--- src/rtl/spi_slave_trx.sv ---
`default_nettype none
// ============================================================================
// Module   : spi_slave_trx
// Brief    : SPI mode-0 slave byte transceiver. It synchronises sck/mosi/ss
//            into clk, deserialises MOSI bytes and serialises the engine's
//            response byte onto MISO. It holds the engine in reset while
//            the slave is deselected.
// Revision : 1.0 - initial release
// ============================================================================
module spi_slave_trx #(
  parameter logic [7:0] IDLE_TX = 8'h00
) (
  input  logic       clk,
  input  logic       rst,
  input  logic       sck,
  input  logic       mosi,
  input  logic       ss,
  output logic       miso,
  output logic       rst_o,
  output logic [7:0] data_o,
  output logic       ack_pop_o,
  input  logic [7:0] data_i,
  input  logic       ack_i
);

  // Two-stage synchronisers; index 0 is the first stage
  logic [1:0] sck_sync;
  logic [1:0] mosi_sync;
  logic [1:0] ss_sync;
  logic       sck_hist;
  logic       ss_hist;

  logic       mosi_s;
  logic       sel;
  logic       sck_rise;
  logic       sck_fall;
  logic       ss_fall;

  logic [2:0] bit_cnt;
  logic [7:0] rx_sr;
  logic [7:0] tx_sr;
  logic [7:0] tx_buf;
  logic       tx_buf_valid;

  // Bring the pins into clk and keep one history flop for edge detection
  always_ff @(posedge clk or posedge rst) begin
    if (rst) begin
      sck_sync  <= 2'b00;
      mosi_sync <= 2'b00;
      ss_sync   <= 2'b11;
      sck_hist  <= 1'b0;
      ss_hist   <= 1'b1;
    end else begin
      sck_sync  <= {sck_sync[0], sck};
      mosi_sync <= {mosi_sync[0], mosi};
      ss_sync   <= {ss_sync[0], ss};
      sck_hist  <= sck_sync[1];
      ss_hist   <= ss_sync[1];
    end
  end

  assign mosi_s   = mosi_sync[1];
  assign sel      = ~ss_sync[1];
  assign sck_rise = sck_sync[1] & ~sck_hist;
  assign sck_fall = ~sck_sync[1] & sck_hist;
  assign ss_fall  = ~ss_sync[1] & ss_hist;

  // Engine reset follows the synchronised deselect state
  always_ff @(posedge clk or posedge rst) begin
    if (rst) begin
      rst_o <= 1'b1;
    end else begin
      rst_o <= ~sel;
    end
  end

  // Receive shifter and bit counter; cleared whenever deselected
  always_ff @(posedge clk or posedge rst) begin
    if (rst) begin
      rx_sr   <= 8'h00;
      bit_cnt <= 3'd0;
    end else if (!sel) begin
      rx_sr   <= 8'h00;
      bit_cnt <= 3'd0;
    end else if (sck_rise) begin
      rx_sr   <= {rx_sr[6:0], mosi_s};
      bit_cnt <= bit_cnt + 3'd1;
    end
  end

  // Publish a completed byte with a single-cycle strobe on the eighth rise
  always_ff @(posedge clk or posedge rst) begin
    if (rst) begin
      data_o    <= 8'h00;
      ack_pop_o <= 1'b0;
    end else begin
      ack_pop_o <= sel & sck_rise & (bit_cnt == 3'd7);
      if (sel && sck_rise && (bit_cnt == 3'd7)) begin
        data_o <= {rx_sr[6:0], mosi_s};
      end
    end
  end

  // Response buffer and transmit shifter; a strobe coinciding with the
  // byte-boundary load bypasses the buffer and goes straight to the shifter
  always_ff @(posedge clk or posedge rst) begin
    if (rst) begin
      tx_sr        <= IDLE_TX;
      tx_buf       <= 8'h00;
      tx_buf_valid <= 1'b0;
    end else if (!sel) begin
      tx_sr        <= IDLE_TX;
      tx_buf_valid <= 1'b0;
    end else begin
      if (ack_i) begin
        tx_buf       <= data_i;
        tx_buf_valid <= 1'b1;
      end
      if (ss_fall) begin
        tx_sr <= IDLE_TX;
      end else if (sck_fall) begin
        if (bit_cnt == 3'd0) begin
          if (ack_i) begin
            tx_sr <= data_i;
          end else if (tx_buf_valid) begin
            tx_sr <= tx_buf;
          end else begin
            tx_sr <= IDLE_TX;
          end
          tx_buf_valid <= 1'b0;
        end else begin
          tx_sr <= {tx_sr[6:0], 1'b0};
        end
      end
    end
  end

  assign miso = sel ? tx_sr[7] : 1'b0;

endmodule
`default_nettype wire
--- config.mk ---
export PLATFORM = sky130hd
export DESIGN_NAME = spi_slave_trx
export DESIGN_NICKNAME = d
export VERILOG_FILES = /design/src/rtl/spi_slave_trx.sv
export SDC_FILE = /design/constraint.sdc
export NUM_CORES = 1
export LEC_CHECK = 0
export ABC_AREA = 1
export CAP_MARGIN = 30
export CELL_PAD_IN_SITES_DETAIL_PLACEMENT = 0
export CELL_PAD_IN_SITES_GLOBAL_PLACEMENT = 2
export CORE_MARGIN = 4
export CORE_UTILIZATION = 36
export DETAILED_ROUTE_END_ITERATION = 16
export PLACE_DENSITY_LB_ADDON = 0.12
export SLEW_MARGIN = 40
export SYNTH_ARGS = -nofsm -noshare
export SYNTH_HDL_FRONTEND = slang
export SYNTH_SLANG_ARGS = --single-unit
--- constraint.sdc ---
create_clock -name clk -period 3 [get_ports clk]
set_input_delay 0.6 -clock clk [delete_from_list [all_inputs] [get_ports clk]]
set_output_delay 0.6 -clock clk [all_outputs]
set_load 0.005 [all_outputs]
==> run metrics <==
Internal 0.934 mW; initial DRC count 85; Min-Delay Path Class flop to flop; max_cap viols 0; Antenna Nets Post-Route 0; cts hold-fix bufs 0; Switching Fraction around a quarter; Synth Net Count about 220; Power Density 530 mW/mm²; CTS buffer count 5; drt via density around 4.6; cts repair resizes 0; Die Span Y ~80 µm; number of global-route vias before repair 1399; synth warn 0; placed insts 293; max_slew headroom 62.2%; share of layout cells above drive strength 1 10.8%; CP Capture Type primary output; Die ar. about 0.0065 mm²; WS Path Type flop to primary output; most crowded layer after global routing met2; RSZ-0062 raised after global routing no; Final #Nets 247; Final setup viols 0; fin. max-slew vios 0; DP Wirelength 2710 µm; met1 Track Usage GR 19.2%; via count of the routed design 1394; Slew @ Worst Pin roughly 0.57 ns; final instance area between 0.002 and 0.0025 mm²; starting density of the core around 37%; cell count after synthesis 204; area grow syn2layout 22.3%; Chip Width just over 80 µm; sequential area share after synthesis between 50% and 60%; initial antenna violation count 0; cell row count 26; Post-Syn Area 0.00189 mm²; first-pass detailed-route iteration total 4; Ports 25; Finished Layout Cells 301; setup tns final 0 ns; routability cong. 0.728; Synth cell types 17; crit start category flop; Psw 0.293 mW; Clock Power Share 39.1%; CP Data Arrival Time 1.42 ns; Residual DRC 0; Achievable Freq 495 MHz; # diodes 0; clk root buf clkbuf_8; Hold Violations, Final 0; GR Util All Layers 13.7%; WL/cell 12.8 µm; Fill cells 531; Worst EP required 2.40 ns; average footprint of a synthesized cell 9.27 µm²; leakage power ~1.1 nW; PortBufs 24; buffer count from post-CTS setup fixing 0; Pwr Total approximately 1.2 mW; fin crit period 2.02 ns; CTS tree built; grt met2 use 19.5%; GR Layer Usage met3 4.04%; clock sinks 44; commonest non-fill, non-tap cells in the layout 55 x nand2_1, 41 x dfrtp_1, 35 x nand3_1; CTS Buffer Depth 2; area of the core 0.00511 mm²; Comb pwr share 8.9%; latest clock arrival within the worst-skew pair 0.30 ns; most common cell after layout, fill and taps aside nand2_1; grt ovf 0; Fin Hold WS 0.359 ns; CTS clock-pin slew for the worst setup and hold paths around 0.090 ns; largest net degree at the start of global routing 45; placed inst area 0.00219 mm²; Final Cycle Share 67.3%; WL final 3860 µm; Max FO, Critical Path 5; Layout Skew between 0.01 and 0.015 ns; VDD IR-drop max about 0.27 mV; first-pass GRT wire length ~6800 µm; H-tree Lvls 2; #FFs+latches synth 44; status complete, no violations; Seq pwr share 52.0%
metal layers:
metal	routed length [µm]	up-vias	part of all wire [%]
li1	-	714	-
met1	1930	643	50
met2	1660	31	43
met3	196	6	5.1
met4	65	0	1.7
met5	0	-	0
cell type report:
class | instances | area [µm²] | area share (%)
Clock inverter | 2 | 38.8 | 1.68
Tap cell | 70 | 87.6 | 3.79
Sequential cell | 44 | 1100 | 47.8
Inverter | 19 | 71.3 | 3.08
Clock buffer | 6 | 82.6 | 3.57
Timing Repair Buffer | 25 | 248 | 10.7
Multi-Input combinational cell | 135 | 681 | 29.4
kinds of logic after synthesis:
kind of cell | after synthesis | synth area share [%]
adders and majority gates | 3 | 1.98
and+or+nand+nor | 105 | 25.1
DFF | 44 | 58.4
AOI/OAI and AO/OA | 27 | 8.93
buffers and inverters | 25 | 5.62
worst max-delay path: stages, from the launching register on:
cell and delay [ns]:
dfstp_2 0.60, nor2_1 0.07, clkdlybuf4s50_1 0.45
per-stage QoR:
stage | setup WS [ns] | utilization [%]
after CTS | 0.955 | 45.3
after floorplan | 1.37 | -
final | 0.982 | 45.3
after detailed placement | 0.781 | 42.9
after global routing | 0.906 | 45.3
after global placement | 0.892 | 42.9
sequential cells by signal, summed over array words and instances, names as in the netlist, 2 cells and up:
signal	count
data_o	8
rx_sr	7
tx_buf	8
bit_cnt	3
sck_sync	2
mosi_sync	2
ss_sync	2
tx_sr	8
power by group through the flow:
stage	Clock (mW)	Sequential, mW	Combinational, mW
after floorplan	0	0.642	0.0731
after global placement	0	0.649	0.108
after detailed placement	0	0.649	0.111
after CTS	0.498	0.637	0.111
after global routing	0.525	0.641	0.127
final	0.480	0.637	0.109
final timing paths:
kind / endpoint / startpoint / cells past startpoint / slack, ns
max: miso / ss_sync[1] / 2 / 0.98
min: mosi_sync[1] / mosi_sync[0] / 0 / 0.36
max reg2reg: tx_sr[1] / bit_cnt[0] / 7 / 1.46
min reg2reg: mosi_sync[1] / mosi_sync[0] / 0 / 0.36
max in group asynchronous: bit_cnt[1] / rst / 3 / 1.88
min in group asynchronous: data_o[0] / rst / 3 / 0.73
Yosys cell counts:
master    count  area share (%)
a21oi_1       8             2.1
buf_2         4             1.1
buf_6         1            0.60
clkbuf_1      1            0.20
dfrtp_1      41              54
dfstp_2       3             4.2
ha_1          3             2.0
inv_1        17             3.4
inv_2         2            0.40
nand2_1      55              11
nand3_1      35             9.3
nand3_4       1            0.93
nor2_1       11             2.2
nor2_4        3             1.8
o21ai_0       6             1.6
o21ai_2       7             3.2
o22ai_1       6             2.0
(Power assumes the default switching activity.)
